`config.mk`:
```
export PLATFORM = sky130hd
export DESIGN_NAME = fetch_sequencer
export DESIGN_NICKNAME = d
export VERILOG_FILES = /design/src/rtl/fetch_sequencer.sv
export SDC_FILE = /design/constraint.sdc
export NUM_CORES = 1
export LEC_CHECK = 0
export ABC_AREA = 0
export BUFFER_PORTS_ARGS = -buffer_cell sky130_fd_sc_hd__buf_4
export CORE_ASPECT_RATIO = 0.9
export CORE_MARGIN = 3
export CORE_UTILIZATION = 30
export CTS_CLUSTER_DIAMETER = 80
export DETAILED_ROUTE_END_ITERATION = 10
export GPL_ROUTABILITY_DRIVEN = 0
export HOLD_SLACK_MARGIN = 0.05
export PLACE_DENSITY = 0.6
export SLEW_MARGIN = 20
export SYNTH_ARGS = -nofsm -noshare
export SYNTH_HDL_FRONTEND = slang
export SYNTH_SLANG_ARGS = --single-unit
export TNS_END_PERCENT = 50
```
`constraint.sdc`:
```
create_clock -name clk -period 2.8 [get_ports clk]
set_input_delay 0 -clock clk [delete_from_list [all_inputs] [get_ports clk]]
set_output_delay 0 -clock clk [all_outputs]
set_load 0.02 [all_outputs]
```
`src/rtl/fetch_sequencer.sv`:
```
// Fetch/execute sequencing FSM that drives the program counter's 2-bit state bus.
// Each instruction runs FETCH (MEM_LATENCY cycles), EXEC (handshake), INCREMENT (1 cycle).
// Ports: clk/rst (sync, active-high), start, pc_in, mem_rdata in; state, instr_out,
//        instr_valid (with instr_ready in), busy, done out. EXEC holds indefinitely
//        while instr_ready is low.
module fetch_sequencer #(
  parameter int             MAX_COUNT     = 4,
  parameter int             ADDR_W        = 7,
  parameter int             INSTR_W       = 16,
  parameter int             MEM_LATENCY   = 2,
  parameter logic [1:0]     IDLE_FSM      = 2'd0,
  parameter logic [1:0]     RE_EN_FSM     = 2'd1,
  parameter logic [1:0]     INCREMENT_FSM = 2'd2,
  parameter logic [1:0]     EXEC_FSM      = 2'd3
) (
  input  logic               clk,
  input  logic               rst,
  input  logic               start,
  input  logic [ADDR_W-1:0]  pc_in,
  input  logic [INSTR_W-1:0] mem_rdata,
  output logic [1:0]         state,
  output logic [INSTR_W-1:0] instr_out,
  output logic               instr_valid,
  input  logic               instr_ready,
  output logic               busy,
  output logic               done
);

  typedef enum logic [1:0] {
    S_IDLE = IDLE_FSM,
    S_FETCH = RE_EN_FSM,
    S_INCR = INCREMENT_FSM,
    S_EXEC = EXEC_FSM
  } state_t;

  state_t      cur;
  logic [3:0]  wait_cnt;
  logic [31:0] pc_ext;

  // PC comparisons are done on a 32-bit zero-extended copy so MAX_COUNT
  // can be compared without truncation for any ADDR_W.
  assign pc_ext = {{(32-ADDR_W){1'b0}}, pc_in};

  assign state = cur;
  assign busy  = (cur != S_IDLE);

  always_ff @(posedge clk) begin
    if (rst) begin
      cur         <= S_IDLE;
      instr_out   <= '0;
      instr_valid <= 1'b0;
      done        <= 1'b0;
      wait_cnt    <= 4'd0;
    end else begin
      case (cur)
        S_IDLE: begin
          if (start && !done) begin
            if (pc_ext < 32'(MAX_COUNT)) begin
              cur      <= S_FETCH;
              wait_cnt <= 4'd0;
            end else begin
              // Nothing left to run: flag completion without leaving IDLE.
              done <= 1'b1;
            end
          end
        end

        S_FETCH: begin
          wait_cnt <= wait_cnt + 4'd1;
          // Memory data is only trusted on the last fetch cycle.
          if (wait_cnt == 4'(MEM_LATENCY - 1)) begin
            instr_out   <= mem_rdata;
            instr_valid <= 1'b1;
            cur         <= S_EXEC;
          end
        end

        S_EXEC: begin
          if (instr_valid && instr_ready) begin
            instr_valid <= 1'b0;
            cur         <= S_INCR;
          end
        end

        S_INCR: begin
          // The program counter advances on this edge; pc_in still shows
          // the pre-increment value, hence the MAX_COUNT-1 compare.
          if (pc_ext == 32'(MAX_COUNT - 1)) begin
            cur  <= S_IDLE;
            done <= 1'b1;
          end else begin
            cur      <= S_FETCH;
            wait_cnt <= 4'd0;
          end
        end

        default: cur <= S_IDLE;
      endcase
    end
  end

endmodule

```
Word-level counts from Yosys, hierarchy flattened

Index checks and enable logic that the tools add are counted.

Register bits: 24
Input bits: 27
Output and inout port bits: 21
Word-level logic and storage cells: 49

$add $sub $neg: 1
Magnitude comparators: 1
Equality and inequality tests: 12
Mux-type cells: 17
Reduce and logical (&&, ||, !) cells: 13

Operators with widths:

| operator              | number |
|---|---|
| $ne A2 B2 Y1 const B  | 7 |
| $mux W4               | 3 |
| $pmux W4 S3           | 1 |
| $reduce_and A4 Y1     | 3 |
| $mux W2               | 4 |
| $pmux W2 S4           | 1 |
| $eq A7 B2 Y1 const B  | 1 |
| $lt A7 B3 Y1 const B  | 1 |
| $mux W1               | 6 |
| $reduce_bool A2 Y1    | 3 |
| $add A4 B1 Y4 const B | 1 |
| $eq A2 B2 Y1 const B  | 2 |
| $eq A4 B1 Y1 const B  | 1 |
| $pmux W1 S2           | 2 |
| $reduce_and A3 Y1     | 1 |
| $reduce_bool A3 Y1    | 1 |
| $eq A2 B1 Y1 const B  | 1 |
| $logic_and A1 B1 Y1   | 2 |
| $logic_not A2 Y1      | 1 |
| $reduce_and A2 Y1     | 1 |
| $logic_not A1 Y1      | 1 |

Depth between registers and ports, before layout

Gate-level depths: netlist (run 1).

Word-level depth: 4
Mapped depth: 8
Gate-level depth less buffers: 6

Least setup slack after synthesis (run 1)

No wires, ideal clock.

Path type: reg2reg
From: register cur[0], in the netlist state[0]
To: register wait_cnt[0]
Setup time: 79 ps
Data arrival time: 1327 ps
Required time: 2721 ps
Setup slack: 1393 ps
Stages on the path, launching flop included: 6
Buffers on the path: 1
Period minus slack after synthesis: 1407 ps
Path through: dfxtp_1 buf_4 or2_1 a41oi_2 a21oi_2 a211oi_2

Longest elaborated chain between the ends: 3
Elaborated cells between the ends (all ways): 9
Those cells by class: eq/ne (5); mux (1); reduce/logical (3)

Ends and longest elaborated chain:

| item                                                                | RTL line | text |
|---|---|---|
| start, declared                                                     | 36       | `state_t cur;` |
| start signal, assigned                                              | 49       | `cur <= S_IDLE;` |
| start signal, assigned                                              | 59       | `cur <= S_FETCH;` |
| start signal, assigned                                              | 74       | `cur <= S_EXEC;` |
| $eq A2 B2 Y1, or another cell as far along                          | 55       | `case (cur)` |
| $ne A2 B2 Y1 (no line) / $reduce_bool A3 Y1 (equally long branches) | -        |  |
| $reduce_and A4 Y1 (no line)                                         | -        |  |
| end signal, assigned                                                | 69       | `wait_cnt <= wait_cnt + 4'd1;` |
| end, declared                                                       | 37       | `logic [3:0] wait_cnt;` |

Several ways; a longest one is shown, not always the timed one.
A chain may end at the register's enable or synchronous reset.

Final worst setup path (run 1)

From: register wait_cnt[0]
To: register instr_out[13]

Longest elaborated chain between the ends: 2

Ends and longest elaborated chain:

| item                        | RTL line | text |
|---|---|---|
| $eq A4 B1 Y1                | 71       | `if (wait_cnt == 4'(MEM_LATENCY - 1)) begin` |
| $reduce_and A2 Y1 (no line) | -        |  |
| end signal, assigned        | 72       | `instr_out <= mem_rdata;` |
| end, declared               | 22       | `output logic [INSTR_W-1:0] instr_out,` |

No other way between the ends.

==> metrics.yaml, run 1 <==
die_h_um: 61.9
fin_area_sq_mm: 0.00164
fin_worst_skew_ns: 0.00782
syn_area_per_cell_sq_um: 8.61
antenna_found_initial: 0
dp_hpwl_mm: 1.77
ys_ff_latch: 24
cts_resized: 0
rsz0062_at_grt: "false"
syn_inst: 121
synth.most_common_cell: "nand2_1"
layout-drive-gt1-share_pct: 35.9
yosysWarnings: 0
combinationalPowerShare_pct: 10.3
end_kind: "register"
crit_path_top_delay_cell: "and2_1"
grt-ovfl-total: 0
cts_root_buffer: "clkbuf_8"
power_frac_seq_pct: 47.9
dp.cells: 202
rows: 19
wire_per_inst_um: 11.8
via_per_inst: 4.72
synth_commonest_cells: "nand2_1 (35), dfxtp_1 (24), a21oi_1 (13)"
crit_path_start: "wait_cnt[0]$_SDFFE_PP0P_"
status: "complete, no violations"
reg2reg_setup_slack_ns: 1.08
clkSlewWorstSetupHoldPaths_ns: 0.09
fin_crit_sh_pct: 61.5
track_usage_pct: 14.0
hold_buffers: 17
final_cells: 223
maxSlewHeadroom_pct: 62.8
synth-async-reset-ratio_pct: 0
swShare_pct: 19.4
dieArea_sq_mm: 0.00422
fin_setup_tns_ns: 0
fmax_mhz: 581
worstReg2RegStart: "wait_cnt[0]$_SDFFE_PP0P_"
portBuffers: 47
r2r-end: "instr_out[13]$_SDFFE_PP0P_"
dpl-instance-area_sq_mm: 0.00140
critical_path_class: "register to register"
pre_cts_slack_ns: 1.05
start_util_pct: 32.7
required_ns: 3.01
syn_to_final_growth_pct: 57.5
cts_buffers: 3
route.vias.total: 1052
syn-cell-area_sq_mm: 0.00104
synthTopCellsByArea: "dfxtp_1 (46%), nand2_1 (13%), a21oi_1 (6.2%)"
wl_mm: 2.63
drtIter0Drc: 43
grt_max_degree: 27
period_minus_slack_ns: 1.72
r2r_cells: 5
ir_drop_v: 0.000260
critical_path.cell_chain: "ha_1 -> nor3b_2 -> and2_1 -> nand2_1 -> a21oi_2"
die_x_um: 68.1
cp-endpoint: "instr_out[13]$_SDFFE_PP0P_"
clkLatencyLatePin_ns: 0.27
ioPinCount: 48
cp-start-kind: "register"
yosysUniqueCellTypes: 35
grt_pass1_vias: 1079
yosysTopAreaCellShare_pct: 46.1
core_sq_mm: 0.00319
cp_data_arrival_time_ns: 1.93
ant_nets: 0
hold_viol: 0
ys_seq_area_share_pct: 46.1
cts_tree: "done"
synth_top_cell_by_area: "dfxtp_1"
finalSetupViolCount: 0
numClockSinks: 24
clockBufferDepth: 2
p_sw_uw: 140
pwr-share-clk_pct: 41.8
leakage_nw: 0.670
ys.flop_type: "dfxtp_1"
cp_slowest_stage_delay_ns: 0.54
firstDrtPassIters: 4
synth_edf_count: 0
grt_pass1_wl_mm: 4.49
cp_max_fo: 16
power_density_mw_per_mm2: 440
synth_nets: 150
power.internal_uw: 582
hp-class: "primary input to register"
htreeDepth: 1
diodes: 0
drv_slew: 0
final_nets: 211
drcViolationCount: 0
total_power_uw: 723
worst_slack_ns: 1.08
cap_violations: 0
worst_pin_slew_ns: 0.559
cts_setup_buffers: 0
==> worst max-delay path, delay by kind of cell (launching register included) <==
kind / cells / cell delay (ns)
adder cells (fa/ha/maj): 1 / 0.16
flip-flops: 1 / 0.42
AO/OA/AOI/OAI: 1 / 0.14
AND/OR/NAND/NOR: 3 / 0.96
==> cell usage in the layout (no fill, tap or decap), types with 2 or more instances in the layout <==
cell	n
clkbuf_8	3
inv_1	3
nand2_1	35
a21oi_2	7
dfxtp_1	24
dlygate4sd3_1	17
ha_1	2
buf_4	47
nand2b_1	2
nor2_1	4
a21oi_1	13
==> state kept, by name, summed over array words and instances (netlist names) <==
register and count:
done 1, instr_out 16, instr_valid 1, state 2
wait_cnt 4
==> layout make-up <==
type | count | area (sq um)
sequential | 24 | 480
tap | 42 | 52.6
multi-input combinational | 86 | 503
fill | 296 | 1540
inverter | 3 | 11.3
timing repair buffer | 64 | 523
clock inverter | 1 | 30.0
clock buffer | 3 | 41.3
==> cell families after synthesis <==
kind of cell / synth area share [%]
xor+xnor: 0.840
flops: 46.1
compound gates: 22.0
simple gates: 23.1
buf+inv: 5.64
fa+ha+maj: 2.40
==> through the flow <==
stage          hold slack (ns)  util (%)
2_1_floorplan            0.136         -
3_3_place_gp             0.249      44.0
3_5_place_dp             0.258      44.0
4_1_cts                 0.0888      51.5
5_1_grt                  0.101      51.5
6_report                0.0982      51.5
==> worst min-delay path by stage <==
stage | from | end | cells after the start
floorplan | mem_rdata[0] | instr_out[0]$_SDFFE_PP0P_ | 2
global placement | mem_rdata[0] | instr_out[0]$_SDFFE_PP0P_ | 3
detailed placement | mem_rdata[8] | instr_out[8]$_SDFFE_PP0P_ | 3
CTS | rst | instr_out[1]$_SDFFE_PP0P_ | 2
global route | rst | instr_out[1]$_SDFFE_PP0P_ | 2
finish | rst | instr_valid$_SDFFE_PP0P_ | 2
==> routing by layer <==
layer  share of wire (%)  vias to the layer above  track usage [%]
li1                    -                      524                -
met1                  40                      489             14.8
met2                  51                       35             26.0
met3                 8.1                        4             5.94
met4                 1.0                        0             3.12
met5                   0                        -                0
==> power by group through the flow <==
stage | clock network [mW] | logic (mW) | registers [mW]
2_1_floorplan | 0 | 0.0174 | 0.357
3_3_place_gp | 0 | 0.0544 | 0.354
3_5_place_dp | 0 | 0.0550 | 0.354
4_1_cts | 0.319 | 0.0739 | 0.346
5_1_grt | 0.330 | 0.0806 | 0.347
6_report | 0.302 | 0.0743 | 0.346
(Power assumes the default switching activity.)
==> inputs of run 2 (changes only) <==
Clock period 2.8 ns to 1.7 ns, I/O delays scaled along.
==> run 2 against run 1 <==
  * Sequential share of layout area is 0.27 points lower
  * Routed wire length fell by 0.19%
  * Count of clock-buffer cells in the layout did not move
  * Worst hold slack worse by 0.0046 ns
  * Core utilization increased by 0.47 points
  * Clock skew shrank 0.0062 ns
  * Combinational power grew 64%
  * Final area increased by 0.91%
  * Sequential cell count unchanged
  * Via count decreased by 2.6%
  * Critical path type unchanged
  * Critical endpoint is now instr_out[14]$_SDFFE_PP0P_
==> metrics.yaml, run 2 (synthesis results as in run 1) <==
status: "complete, no violations"
cts_resized: 0  # unchanged
ioPinCount: 48  # unchanged
power_density_mw_per_mm2: 719  # +63%
r2r_cells: 6  # +1
required_ns: 1.90  # -1.11 ns
diodes: 0  # unchanged
leakage_nw: 0.681  # +1.6%
min_from: "rst"
dp_hpwl_mm: 1.76  # -0.49%
start_util_pct: 32.7  # unchanged
crit_path_top_delay_cell: "dfxtp_1"
wire_per_inst_um: 11.7  # -1.1%
cp_max_fo: 16  # unchanged
largest_reg_flops: 16  # unchanged
clkSlewWorstSetupHoldPaths_ns: 0.09  # about the same
clockBufferDepth: 2  # unchanged
numClockSinks: 24  # unchanged
cts_buffers: 3  # unchanged
firstDrtPassIters: 4  # unchanged
grt_pass1_vias: 1047  # -3.0%
hold_viol: 0  # unchanged
clkLatencyLatePin_ns: 0.26  # about the same
cp_data_arrival_time_ns: 1.74  # -0.19 ns
final_nets: 213  # +0.95%
wl_mm: 2.63  # -0.19%
holdPathEnd: "instr_valid$_SDFFE_PP0P_"
cp-start-kind: "register"
fmax_mhz: 652  # +12%
finalSetupViolCount: 0  # unchanged
final_util_pct: 52.0  # +0.47 points
portBuffers: 47  # unchanged
cp_slowest_stage_delay_ns: 0.42  # -0.12 ns
ir_drop_v: 0.000430  # +65%
grt-ovfl-total: 0  # unchanged
dieArea_sq_mm: 0.00422  # unchanged
pre_cts_slack_ns: 0.178  # -0.869 ns
hp-class: "primary input to register"
track_usage_pct: 13.8  # -0.22 points
antenna_found_initial: 0  # unchanged
grt_pass1_wl_mm: 4.35  # -3.1%
cts_setup_buffers: 0  # unchanged
fin_worst_skew_ns: 0.00166  # -0.00617 ns
via_per_inst: 4.56  # -3.4%
end_kind: "register"
cts_tree: "done"
core_sq_mm: 0.00319  # unchanged
die_x_um: 68.1  # unchanged
layout-drive-gt1-share_pct: 36.6  # +0.70 points
fin_setup_tns_ns: 0  # unchanged
drv_slew: 0  # unchanged
drtIter0Drc: 47  # +9.3%
critical_path.cell_chain: "ha_1 -> nor3b_2 -> and2_1 -> buf_4 -> nand2_1 -> a21oi_2"
cap_violations: 0  # unchanged
worstReg2RegStart: "wait_cnt[0]$_SDFFE_PP0P_"
r2r-end: "instr_out[14]$_SDFFE_PP0P_"
route.vias.total: 1025  # -2.6%
grt_max_degree: 27  # unchanged
rows: 19  # unchanged
worst_pin_slew_ns: 0.339  # -0.219 ns
reg2reg_setup_slack_ns: 0.17  # -0.91 ns
fin_crit_sh_pct: 90.2  # +29 points
final_cell_mix: "buf_4 (49), nand2_1 (35), dfxtp_1 (24)"
worst_slack_ns: 0.167  # -0.911 ns
top_register: "instr_out"
drcViolationCount: 0  # unchanged
die_h_um: 61.9  # unchanged
critical_path_class: "register to register"
ant_nets: 0  # unchanged
mostFrequentLayoutCell: "buf_4"
syn_to_final_growth_pct: 58.9
cts_root_buffer: "clkbuf_8"
rsz0062_at_grt: "false"
maxSlewHeadroom_pct: 77.4  # +15 points
period_minus_slack_ns: 1.53  # -0.189 ns
htreeDepth: 1  # unchanged
hold_depth: 2  # unchanged
[run 2: cell count changes in the layout (fill, tap and decap cells not counted), sizes merged]
cell / before / now
buf: 47 / 49
[run 2: metal layers]
| layer | part of all wire (%) | up-vias | GRT usage [%] |
|---|---|---|---|
| met2 | 50 | 28 | 25.3 |
| met5 | 0 | - | 0 |
| met3 | 6.9 | 5 | 4.68 |
| li1 | - | 530 | - |
| met4 | 1.3 | 0 | 6.23 |
| met1 | 41 | 462 | 14.3 |
[run 2: worst max-delay path: cells and delay by family, from the launching register on]
family                   cells  cell delay, ns
AND/OR/NAND/NOR              3            0.55
AO/OA/AOI/OAI                1            0.12
buffers and inverters        1            0.21
flip-flops                   1            0.42
adder cells (fa/ha/maj)      1            0.17
[run 2: layout make-up]
cell class	count	area, sq um
Tap cell	42	52.6
Sequential cell	24	480
Fill cell	297	1530
Clock buffer	3	41.3
Timing Repair Buffer	66	538
Multi-Input combinational cell	86	503
Clock inverter	1	30.0
Inverter	3	11.3
[run 2: stage by stage]
step	power (mW)	cells	cell area [sq um]	hold WS [ns]
after detailed placement	0.674	204	1420	0.256
final	1.19	225	1660	0.0935
after global routing	1.24	225	1660	0.107
after global placement	0.673	204	1420	0.248
after floorplan	0.617	121	1040	0.136
after CTS	1.20	225	1660	0.0960
[run 2: worst max path at each step]
stage,from,to,cells after the start,slack (ns)
4_1_cts,wait_cnt[0]$_SDFFE_PP0P_,instr_out[14]$_SDFFE_PP0P_,6,0.14
5_1_grt,wait_cnt[0]$_SDFFE_PP0P_,instr_out[5]$_SDFFE_PP0P_,6,0.03
2_1_floorplan,state[0]$_SDFFE_PP0P_,wait_cnt[0]$_SDFFE_PP0P_,5,0.29
6_report,wait_cnt[0]$_SDFFE_PP0P_,instr_out[14]$_SDFFE_PP0P_,6,0.17
3_3_place_gp,wait_cnt[0]$_SDFFE_PP0P_,instr_out[12]$_SDFFE_PP0P_,6,0.29
3_5_place_dp,wait_cnt[0]$_SDFFE_PP0P_,instr_out[13]$_SDFFE_PP0P_,6,0.18
[run 2: where the power goes]
group          internal [mW]  leakage, nW  switching (mW)
sequential             0.566        0.194         0.00387
clock                  0.315       0.0357           0.184
combinational         0.0784        0.451          0.0437
total                  0.959        0.681           0.232
[run 2: what timing repair did]
item,in CTS,in global routing
hold buffers,17,0
setup endpoints to repair,0,0
hold endpoints to repair,17,0
==> inputs of run 3 (changes only) <==
Settings changed: RECOVER_POWER from default to 100.
==> run 3 against run 2 <==
  * Via count is 1.2% lower
  * Largest power group unchanged
  * Critical endpoint unchanged
  * Sequential power about the same
  * Clock power hardly changed
  * Core utilization fell by 3.1 points
  * Sequential share of layout area up 1.8 points
  * Die area unchanged
==> metrics.yaml, run 3 (synthesis results as in run 1) <==
grt-ovfl-total: 0  # unchanged
antenna_found_initial: 0  # unchanged
diodes: 0  # unchanged
rsz0062_at_grt: "false"
hp-class: "primary input to register"
route.vias.total: 1013  # -1.2%
critical_path_class: "register to register"
syn_to_final_growth_pct: 49.6
status: "complete, no violations"
ant_nets: 0  # unchanged
final_util_pct: 48.9  # -3.1 points
ir_drop_v: 0.000431  # +0.31%
crit_path_start: "wait_cnt[0]$_SDFFE_PP0P_"
worst_slack_ns: 0.170  # +0.00296 ns
numClockSinks: 24  # unchanged
fin_worst_skew_ns: 0.00240  # +0.000741 ns
drtIter0Drc: 50  # +6.4%
grt_max_degree: 27  # unchanged
wire_per_inst_um: 11.7  # +0.34%
start_util_pct: 32.7  # unchanged
maxSlewHeadroom_pct: 72.6  # -4.7 points
dp_hpwl_mm: 1.76  # unchanged
worstReg2RegStart: "wait_cnt[0]$_SDFFE_PP0P_"
wl_mm: 2.64  # +0.34%
ioPinCount: 48  # unchanged
multiInputGateArea_sq_um: 484  # -3.7%
reg2reg_setup_slack_ns: 0.17  # about the same
clkSlewWorstSetupHoldPaths_ns: 0.09  # about the same
cts_tree: "done"
total_power_mw: 1.18  # -0.53%
final_nets: 213  # unchanged
fin_crit_sh_pct: 90.0  # -0.17 points
cts_resized: 0  # unchanged
dieArea_sq_mm: 0.00422  # unchanged
fin_area_sq_mm: 0.00156  # -5.9%
drv_slew: 0  # unchanged
die_x_um: 68.1  # unchanged
worst_pin_slew_ns: 0.411  # +0.0714 ns
rows: 19  # unchanged
r2r-end: "instr_out[14]$_SDFFE_PP0P_"
cp_data_arrival_time_ns: 1.73  # about the same
power_density_mw_per_mm2: 760  # +5.7%
clkLatencyLatePin_ns: 0.26  # about the same
cts_buffers: 3  # unchanged
hold_viol: 0  # unchanged
final_cell_mix: "nand2_1 (35), buf_4 (28), dfxtp_1 (24)"
required_ns: 1.90  # about the same
cp-start-kind: "register"
die_h_um: 61.9  # unchanged
dpl-instance-area_sq_mm: 0.00142  # unchanged
track_usage_pct: 13.8  # unchanged
finalSetupViolCount: 0  # unchanged
portBuffers: 47  # unchanged
seqCellArea_sq_um: 480  # unchanged
finalHoldWorstSlack_ns: 0.0908  # -0.00272 ns
fin_setup_tns_ns: 0  # unchanged
cts_root_buffer: "clkbuf_8"
top_register: "instr_out"
r2r_cells: 6  # unchanged
fillers: 315  # +6.1%
final_cells: 225  # unchanged
cp_max_fo: 16  # unchanged
via_per_inst: 4.50  # -1.2%
dp.cells: 204  # unchanged
largest_reg_flops: 16  # unchanged
clockBufferDepth: 2  # unchanged
layout-drive-gt1-share_pct: 23.0  # -14 points
grt_pass1_wl_mm: 4.35  # unchanged
drcViolationCount: 0  # unchanged
leakage_nw: 0.588  # -14%
grt_pass1_vias: 1047  # unchanged
core_sq_mm: 0.00319  # unchanged
cap_violations: 0  # unchanged
firstDrtPassIters: 4  # unchanged
fmax_mhz: 654  # +0.19%
end_kind: "register"
cp-endpoint: "instr_out[14]$_SDFFE_PP0P_"
htreeDepth: 1  # unchanged
mostFrequentLayoutCell: "nand2_1"
pre_cts_slack_ns: 0.178  # unchanged
period_minus_slack_ns: 1.53  # -0.00296 ns
-- run 3: cell types whose count changed in the layout (fill, tap and decap cells not counted), sizes merged --
cell / before / now
buf: 49 / 28
clkbuf: 3 / 24
-- run 3: routing by layer --
| metal | track usage (%) | vias to the layer above | part of all wire (%) |
|---|---|---|---|
| met5 | 0 | - | 0 |
| met4 | 6.23 | 0 | 0.42 |
| met3 | 4.68 | 2 | 6.1 |
| met2 | 25.3 | 27 | 50 |
| met1 | 14.3 | 457 | 43 |
| li1 | - | 527 | - |
-- run 3: cell type report --
class	count	share of cell area [%]
clock buffers	3	2.65
repair buffers	66	29.5
well taps	42	3.37
inverters	3	0.722
multi-input cells	86	31.1
clock inverters	1	1.93
flip-flops and latches	24	30.8
-- run 3: power by group --
part	switching (mW)	leakage, nW	internal [mW]	total, mW
Clock	0.183	0.0357	0.315	0.497
Sequential	0.00384	0.194	0.566	0.570
Combinational	0.0427	0.359	0.0745	0.117
-- run 3: repair_timing --
| action | CTS | global route |
|---|---|---|
| hold buffers | 17 | 0 |
| hold endpoints to repair | 17 | 0 |
| setup buffers | 0 | 0 |
-- run 3: critical path, cell delays in order, from the launching register on --
cell	delay, ns
dfxtp_1	0.42
ha_1	0.17
nor3b_2	0.29
and2_0	0.17
buf_4	0.21
nand2_1	0.10
a21oi_2	0.12
-- run 3: worst min-delay path by stage --
stage	depth (start not counted)	start	end
2_1_floorplan	2	mem_rdata[0]	instr_out[0]$_SDFFE_PP0P_
3_3_place_gp	3	mem_rdata[10]	instr_out[10]$_SDFFE_PP0P_
3_5_place_dp	3	mem_rdata[15]	instr_out[15]$_SDFFE_PP0P_
4_1_cts	2	rst	instr_valid$_SDFFE_PP0P_
5_1_grt	2	rst	instr_out[13]$_SDFFE_PP0P_
6_report	2	rst	instr_valid$_SDFFE_PP0P_
